--- src/rtl/ex_muldiv.sv ---
// ex_muldiv -- iterative 32-bit multiply/divide unit with the HI/LO pair,
// sitting in the EX stage of the 5-stage MIPS pipeline.
//
// A MULT/MULTU/DIV/DIVU seen in IDLE is latched as sign flags plus operand
// magnitudes, iterated for 32 cycles (radix-2 shift-add or restoring
// division), sign-corrected and committed to HI/LO, then a one-cycle DONE
// lets the instruction leave EX.
//
// Ports:
//   clk, resetn       clock, synchronous active-low reset
//   start             EX instruction is a mult/div (held while in EX)
//   op[1:0]           00 MULT, 01 MULTU, 10 DIV, 11 DIVU
//   a[31:0], b[31:0]  rs / rt operands
//   hilo_we[1:0]      MTHI ([1]) / MTLO ([0]) write enables
//   hilo_wdata[31:0]  MTHI/MTLO data
//   flush             abort any in-flight operation
//   exe_stall         hold ID/EX and earlier stages
//   done              one-cycle pulse, result committed
//   hi[31:0], lo[31:0] architectural HI/LO registers
module ex_muldiv (
   input  logic        clk,
   input  logic        resetn,
   input  logic        start,
   input  logic [1:0]  op,
   input  logic [31:0] a,
   input  logic [31:0] b,
   input  logic [1:0]  hilo_we,
   input  logic [31:0] hilo_wdata,
   input  logic        flush,
   output logic        exe_stall,
   output logic        done,
   output logic [31:0] hi,
   output logic [31:0] lo
);

   typedef enum logic [1:0] {S_IDLE, S_CALC, S_SIGN, S_DONE} state_t;

   state_t      state, state_nxt;
   logic [4:0]  cnt;
   logic        take;

   // Operation context latched at acceptance
   logic        is_div_q;
   logic        neg_res_q;   // operand signs differ (signed ops only)
   logic        sign_a_q;    // dividend sign for the remainder
   logic        div_zero_q;
   logic [31:0] md;          // addend (multiply) or divisor (divide)
   logic [31:0] sr;          // multiplier bits (shift right) or dividend bits (shift left)
   logic [63:0] acc;         // product, or {remainder, quotient}

   logic [32:0] mul_sum;
   logic [33:0] div_trial;

   function automatic logic [31:0] abs32(input logic signed [31:0] v);
      return v[31] ? 32'(-v) : 32'(v);
   endfunction

   function automatic logic [31:0] neg32(input logic [31:0] v);
      return ~v + 32'd1;
   endfunction

   function automatic logic [63:0] neg64(input logic [63:0] v);
      return ~v + 64'd1;
   endfunction

   assign take = start && !flush;

   // State register
   always_ff @(posedge clk) begin
      if (!resetn) state <= S_IDLE;
      else         state <= state_nxt;
   end

   // Next-state logic
   always_comb begin
      state_nxt = state;
      case (state)
         S_IDLE: if (take) state_nxt = S_CALC;
         S_CALC: begin
            if (flush)            state_nxt = S_IDLE;
            else if (cnt == 5'd31) state_nxt = S_SIGN;
         end
         S_SIGN: state_nxt = flush ? S_IDLE : S_DONE;
         S_DONE: state_nxt = S_IDLE;
         default: state_nxt = S_IDLE;
      endcase
   end

   // Outputs: stall is combinational so ID/EX holds from the first EX cycle
   always_comb begin
      exe_stall = 1'b0;
      done      = 1'b0;
      if (resetn) begin
         exe_stall = ((state == S_IDLE) && take) || (state == S_CALC) || (state == S_SIGN);
         done      = (state == S_DONE);
      end
   end

   // Iteration counter
   always_ff @(posedge clk) begin
      if (!resetn)                        cnt <= 5'd0;
      else if (state == S_IDLE && take)  cnt <= 5'd0;
      else if (state == S_CALC)           cnt <= cnt + 5'd1;
   end

   // One shift-add step: add the addend to the upper half when the current
   // multiplier bit is set, then shift the 65-bit {carry, acc} right.
   assign mul_sum = {1'b0, acc[63:32]} + (sr[0] ? {1'b0, md} : 33'd0);

   // One restoring step: shift the next dividend bit into the partial
   // remainder and subtract; the extra top bit is the borrow.
   assign div_trial = {1'b0, acc[63:32], sr[31]} - {2'b00, md};

   // Datapath (no reset: contents are only meaningful after acceptance)
   always_ff @(posedge clk) begin
      if (state == S_IDLE && take) begin
         is_div_q   <= op[1];
         neg_res_q  <= !op[0] && (a[31] ^ b[31]);
         sign_a_q   <= !op[0] && a[31];
         div_zero_q <= (b == 32'd0);
         acc        <= 64'd0;
         if (op[1]) begin
            md <= op[0] ? b : abs32(b);
            sr <= op[0] ? a : abs32(a);
         end else begin
            md <= op[0] ? a : abs32(a);
            sr <= op[0] ? b : abs32(b);
         end
      end else if (state == S_CALC) begin
         if (!is_div_q) begin
            acc <= {mul_sum, acc[31:1]};
            sr  <= sr >> 1;
         end else begin
            if (!div_trial[33]) acc <= {div_trial[31:0], acc[30:0], 1'b1};
            else                acc <= {acc[62:32], sr[31], acc[30:0], 1'b0};
            sr <= sr << 1;
         end
      end
   end

   // HI/LO: commit at the end of SIGN, otherwise MTHI/MTLO while idle
   always_ff @(posedge clk) begin
      if (!resetn) begin
         hi <= 32'd0;
         lo <= 32'd0;
      end else if (state == S_SIGN && !flush) begin
         if (!is_div_q) begin
            {hi, lo} <= neg_res_q ? neg64(acc) : acc;
         end else begin
            // Divide by zero returns all-ones quotient regardless of signs
            lo <= div_zero_q ? 32'hFFFF_FFFF :
                  (neg_res_q ? neg32(acc[31:0]) : acc[31:0]);
            hi <= sign_a_q ? neg32(acc[63:32]) : acc[63:32];
         end
      end else if (state == S_IDLE) begin
         if (hilo_we[1]) hi <= hilo_wdata;
         if (hilo_we[0]) lo <= hilo_wdata;
      end
   end

endmodule

--- config.mk ---
export PLATFORM = sky130hd
export DESIGN_NAME = ex_muldiv
export DESIGN_NICKNAME = d
export VERILOG_FILES = /design/src/rtl/ex_muldiv.sv
export SDC_FILE = /design/constraint.sdc
export NUM_CORES = 1
export LEC_CHECK = 0
export CAP_MARGIN = 5
export CELL_PAD_IN_SITES_DETAIL_PLACEMENT = 2
export CELL_PAD_IN_SITES_GLOBAL_PLACEMENT = 2
export CORE_MARGIN = 4
export CORE_UTILIZATION = 37
export CTS_CLUSTER_DIAMETER = 40
export CTS_CLUSTER_SIZE = 20
export DETAILED_ROUTE_END_ITERATION = 7
export HOLD_SLACK_MARGIN = 0.08
export PLACE_DENSITY_LB_ADDON = 0.1
export SLEW_MARGIN = 20
export SYNTH_ARGS = -nofsm -noshare
export SYNTH_HDL_FRONTEND = slang
export SYNTH_SLANG_ARGS = --single-unit
export TNS_END_PERCENT = 30
--- constraint.sdc ---
create_clock -name clk -period 10 [get_ports clk]
set_clock_uncertainty 0.05 [all_clocks]
set_input_delay 2 -clock clk [delete_from_list [all_inputs] [get_ports clk]]
set_output_delay 2 -clock clk [all_outputs]
set_load 0.02 [all_outputs]
* After elaboration in Yosys (flattened, before gate mapping)
Cells that the tools add are included.
** Storage, ports and cells
- Register bits :: 203
- Bits of input ports :: 104
- Output and inout port bits :: 66
- Word-level logic and storage cells :: 80
** Cells by class
- Add/sub/neg operators :: 8
- Eq/ne operators :: 6
- Mux-type cells :: 31
- Bitwise operators :: 5
- Reduce and logical (&&, ||, !) cells :: 19
** Operators with widths (number)
- two-way mux 32 bit :: 21
- two-way mux 64 bit :: 3
- adder 32 x 1 -> 32 bit (second input constant) :: 2
- adder 64 x 1 -> 64 bit (second input constant) :: 1
- negator 32 bit :: 2
- NOT 32 bit :: 2
- NOT 64 bit :: 1
- subtractor 33 x 32 -> 34 bit :: 1
- adder 32 x 32 -> 33 bit :: 1
- zero test 32 bit :: 1
- two-way mux 2 bit :: 4
- case mux 2 bit (4 select lines) :: 1
- nonzero test 2 bit :: 4
- AND reduction 2 bit :: 3
- adder 5 x 1 -> 5 bit (second input constant) :: 1
- == test 5 bit (second input constant) :: 1
- logical AND 1 bit :: 5
- == test 2 bit (second input constant) :: 2
- != test 3 bit (second input constant) :: 1
- == test 2 x 1 -> 1 bit (second input constant) :: 1
- zero test 1 bit :: 2
- zero test 2 bit :: 1
- logical OR 1 bit :: 2
- two-way mux 1 bit :: 2
- 4 further kinds :: 4

* Depth between registers and ports, before layout
- Depth in word-level cells :: 6
- Gate-level depth with buffers :: 14
- Depth with buffers taken out :: 12

* Worst setup path before layout
OpenSTA, ideal clock, no wires.
- Path type :: input port to output port
- From :: input flush
- To :: output exe_stall
- Arrival time :: 2.908 ns
- Required time :: 7.950 ns
- Slack :: 5.042 ns
- Cell stages on the path :: 4
- Buffers on the path :: 1
- Cell sequence :: nand3b_1 clkinv_1 clkbuf_1 o31a_1
** Between the ends
- Longest elaborated chain between the ends :: 6
** Ends and longest elaborated chain
- from (decl) :: line 29 : input logic flush,
- zero test 1 bit :: line 66 : assign take = start && !flush;
- logical AND 1 bit :: line 66
- logical AND 1 bit :: line 94 : exe_stall = ((state == S_IDLE) && take) || (state == S_CALC) || (state == S_SIGN);
- logical OR 1 bit (2 in series) :: line 94
- two-way mux 1 bit :: line 93 : if (resetn) begin
- to (decl) :: line 30 : output logic exe_stall,
No other way between the ends.

* Worst setup path after layout
Same ends and word-level chain as after synthesis.

==> metrics.md <==
| Metric | Value |
|---|---|
| VDD IR-drop max | `101 µV` |
| CTS max path bufs | `3` |
| Syn_area_per_cell | `8.06 µm²` |
| Slowest stage cell, crit path | `clkinv_2` |
| Synth Area in XOR/XNOR | `8.98%` |
| Post-Synthesis Cells | `1,985` |
| Mapped cell area | `0.0160 mm²` |
| Die Span X | `216 µm` |
| Latest clock arrival within the worst-skew pair | `550 ps` |
| Slew headroom | `25.1%` |
| Period utilization | `71.5%` |
| Post-synthesis compound-gate area fraction | `22.1%` |
| Largest family of logic cells by synthesized area | `compound AO/OA/AOI/OAI gates` |
| Crit path cell chain | `clkdlybuf4s50_1 -> nand3b_1 -> buf_4 -> clkinv_2 -> o31a_1 -> clkdlybuf4s50_1` |
| CTS Hold Bufs | `0` |
| Dominant cell type by area after synthesis | `dfxtp_1` |
| CP Launch Type | `input pin` |
| Multiplexer share of the synthesized area | `10.1%` |
| Fill count | `4,625` |
| RePlAce Congestion | `0.889` |
| Post-CTS Setup Bufs | `0` |
| Post-Synth Simple-Gate Area | `18.5%` |
| TritonRoute pass-1 iters | `5` |
| Vias per std cell | `5.80` |
| Grt total ovfl | `0` |
| FF-to-FF Start | `sr[0]$_DFFE_PP_` |
| Worst path most repeated cell | `clkdlybuf4s50_1` |
| RSZ-0062 raised after global routing | `no` |
| Starting density of the core | `37.8%` |
| Final setup viols | `0` |
| Grt peak-use layer | `met2` |
| Async SR Flop Fraction | `0%` |
| Post_cts resized | `0` |
| Syn Nets | `2,161` |
| Gate power share | `32.1%` |
| Crit path largest cell delay | `670 ps` |
| Layout area overhead | `21.2%` |
| Row cnt | `75` |
| Worst Path Buf+Inv | `4` |
| Layout Nets | `2,255` |
| CP top delay family | `buffers and inverters` |
| EDFF count, synth | `68` |
| Actual slew at the worst max-slew pin | `1120 ps` |
| Critical path capture point | `exe_stall` |
| Number of global-route vias before repair | `16,821` |
| Worst EP required | `7950 ps` |
| H-tree lvl count | `2` |
| Max Slew Vio Count | `0` |
| Area of the multi-input gates | `0.0105 mm²` |
| Clk slew on worst S/H paths | `50 ps` |
| DR iter-0 viols | `633` |
| First-pass GRT wire length | `97,500 µm` |
| Antenna Diode Count | `0` |
| Synth cell types | `74` |
| Post-DP HPWL | `46,800 µm` |
| Setup_tns | `0 ps` |
| Maximum number of pins on one net before global-route repair | `104` |
| CP Class | `input pin to output pin` |
| Internal Power | `0.00224 W` |
| Endpoints failing hold | `0` |
| Die height | `216 µm` |
| Tmin final | `7150 ps` |
| # DRC | `0` |
| Post-synth top flop | `dfxtp_1` |
| CP startpoint | `flush` |
| Most frequent cells in the layout | `200 x a21oi_1, 192 x nand2_1, 167 x clkdlybuf4s50_1` |
| Sequential area share after synthesis | `29.7%` |
| Worst Hold Margin | `436 ps` |
| Switching Fraction | `37.7%` |
| Synth Register Bits | `203` |
| Clk sinks | `203` |
| Cts bufs inserted | `39` |
| Max_cap viols | `0` |
| CTS tree | `yes` |
| Worst reg2reg path depth | `12` |
| Antenna violations before repair | `0` |
| P_leak | `7.71 nW` |
| Flop pwr share | `30.8%` |
| Number of stages on the worst setup path | `6` |
| Fmax | `140 MHz` |
| Synth top area share | `16.9%` |
| Adder-cell share of the synthesized area | `5.73%` |
| Per-cell routed wire length | `23.2 µm` |
| Final ANT Viol Nets | `0` |
| Routed Wire Length | `62,300 µm` |
| Global Route met1 Usage | `31.9%` |
| Root Buffer | `clkbuf_16` |
| RR Endpoint | `acc[56]$_SDFFE_PP0P_` |
| Hold Crit Class | `flop to flop` |
| Switching Power | `0.00136 W` |
| Commonest non-fill, non-tap cell in the layout | `a21oi_1` |
| Data arrival, critical path | `5100 ps` |
| Share of post-route cells with drive strength above 1 | `7.25%` |
| Clock share of power | `37.1%` |
| GRT met3 Usage | `2.88%` |
| PortBufs | `169` |
| Top Ports | `170` |
| Die area | `0.0466 mm²` |
| Status | `completed` |
| Synth area leaders | `dfxtp_1 17%, edfxtp_1 13%, mux2i_1 7.7%, a21oi_1 6.3%, ha_1 5.5%` |
| Sequential cell area | `0.00474 mm²` |
| Routed vias | `15,568` |
| R2R Setup Slk | `5320 ps` |
| Pwr dens | `185 mW/mm²` |
| Total GRT Usage | `25.8%` |
| Global-route track usage on met2 | `47.3%` |
| Crit-path max FO | `69` |
| Syn. warnings | `0` |
| CP endpoint kind | `output pin` |
| Core Box Area | `0.0423 mm²` |
==> worst reg2reg max path: stages (launching register included) <==
cell,delay (ps)
edfxtp_1,570
buf_8,250
and2_1,170
ha_1,370
o211a_1,220
a21oi_1,60
a211oi_1,640
o31ai_1,330
o21ba_2,310
o21ai_0,730
a21boi_0,280
xnor2_1,390
a22oi_1,170
==> synth_stat cells, types with 17 or more instances <==
| library cell | number |
|---|---|
| a21o_1 | 21 |
| xor2_1 | 81 |
| mux2_2 | 34 |
| a211oi_1 | 43 |
| nand3_1 | 62 |
| nand4_1 | 25 |
| and2_1 | 45 |
| a31oi_1 | 21 |
| o21ai_0 | 133 |
| a21oi_1 | 202 |
| xnor2_1 | 83 |
| nor2b_1 | 17 |
| buf_1 | 20 |
| mux2i_1 | 123 |
| dfxtp_1 | 135 |
| edfxtp_1 | 68 |
| nand2_1 | 193 |
| inv_1 | 68 |
| nor2_1 | 146 |
| ha_1 | 70 |
| clkbuf_1 | 106 |
| nor3_1 | 39 |
| o31ai_1 | 20 |
==> stage by stage <==
step | std cells | total power (W) | instance area, µm² | worst slack, ps | utilization [%]
floorplan | 1985 | 0.00185 | 16000 | 5040 | -
global placement | 2614 | 0.00219 | 18000 | 2960 | 42.6
detailed placement | 2614 | 0.00225 | 18000 | 2860 | 42.6
CTS | 2685 | 0.00361 | 19400 | 2810 | 45.7
global route | 2686 | 0.00379 | 19400 | 2660 | 45.8
finish | 2686 | 0.00359 | 19400 | 2850 | 45.8
==> layer usage <==
metal / routed length [µm] / vias to the layer above
met5: 0 / -
met4: 1790 / 0
met3: 1970 / 90
met2: 31200 / 302
met1: 27300 / 7730
li1: - / 7446
==> cell type report <==
class                      instances  area share [%]
clock buffer                      43            5.27
clock inverter                    28            1.56
inverter                          69            1.34
multi-input combinational       1581            54.2
sequential                       203            24.5
tap                              577            3.73
timing repair buffer             185            9.41
==> worst min path at each step <==
stage | startpoint | endpoint | slack, ps | depth (start not counted)
floorplan | cnt[4]$_SDFFE_PP0P_ | cnt[4]$_SDFFE_PP0P_ | 390 | 2
global placement | cnt[4]$_SDFFE_PP0P_ | cnt[4]$_SDFFE_PP0P_ | 400 | 2
detailed placement | cnt[4]$_SDFFE_PP0P_ | cnt[4]$_SDFFE_PP0P_ | 410 | 2
CTS | cnt[4]$_SDFFE_PP0P_ | cnt[4]$_SDFFE_PP0P_ | 440 | 2
global route | cnt[4]$_SDFFE_PP0P_ | cnt[4]$_SDFFE_PP0P_ | 470 | 2
finish | cnt[4]$_SDFFE_PP0P_ | cnt[4]$_SDFFE_PP0P_ | 440 | 2
==> flip-flops by register name, indices dropped and copies added (netlist names), 2 cells and up <==
register	cells
sr	32
md	32
lo	32
cnt	5
hi	32
acc	64
state	2
==> power by group through the flow <==
stage,clock network (W),logic [W],registers [W]
after global routing,0.00140,0.00127,0.00112
after global placement,0,0.00108,0.00112
after floorplan,0,0.000793,0.00105
after CTS,0.00136,0.00115,0.00111
after detailed placement,0,0.00113,0.00112
final,0.00133,0.00115,0.00111
==> logic make-up (layout without fill, tap and decap cells) <==
family,after synthesis,after routing
buf+inv,201,325
simple gates,620,620
fa+ha+maj,72,72
xor+xnor,164,164
flops,203,203
mux,157,157
compound gates,568,568
Note: power is estimated with default switching activity, not from simulation.
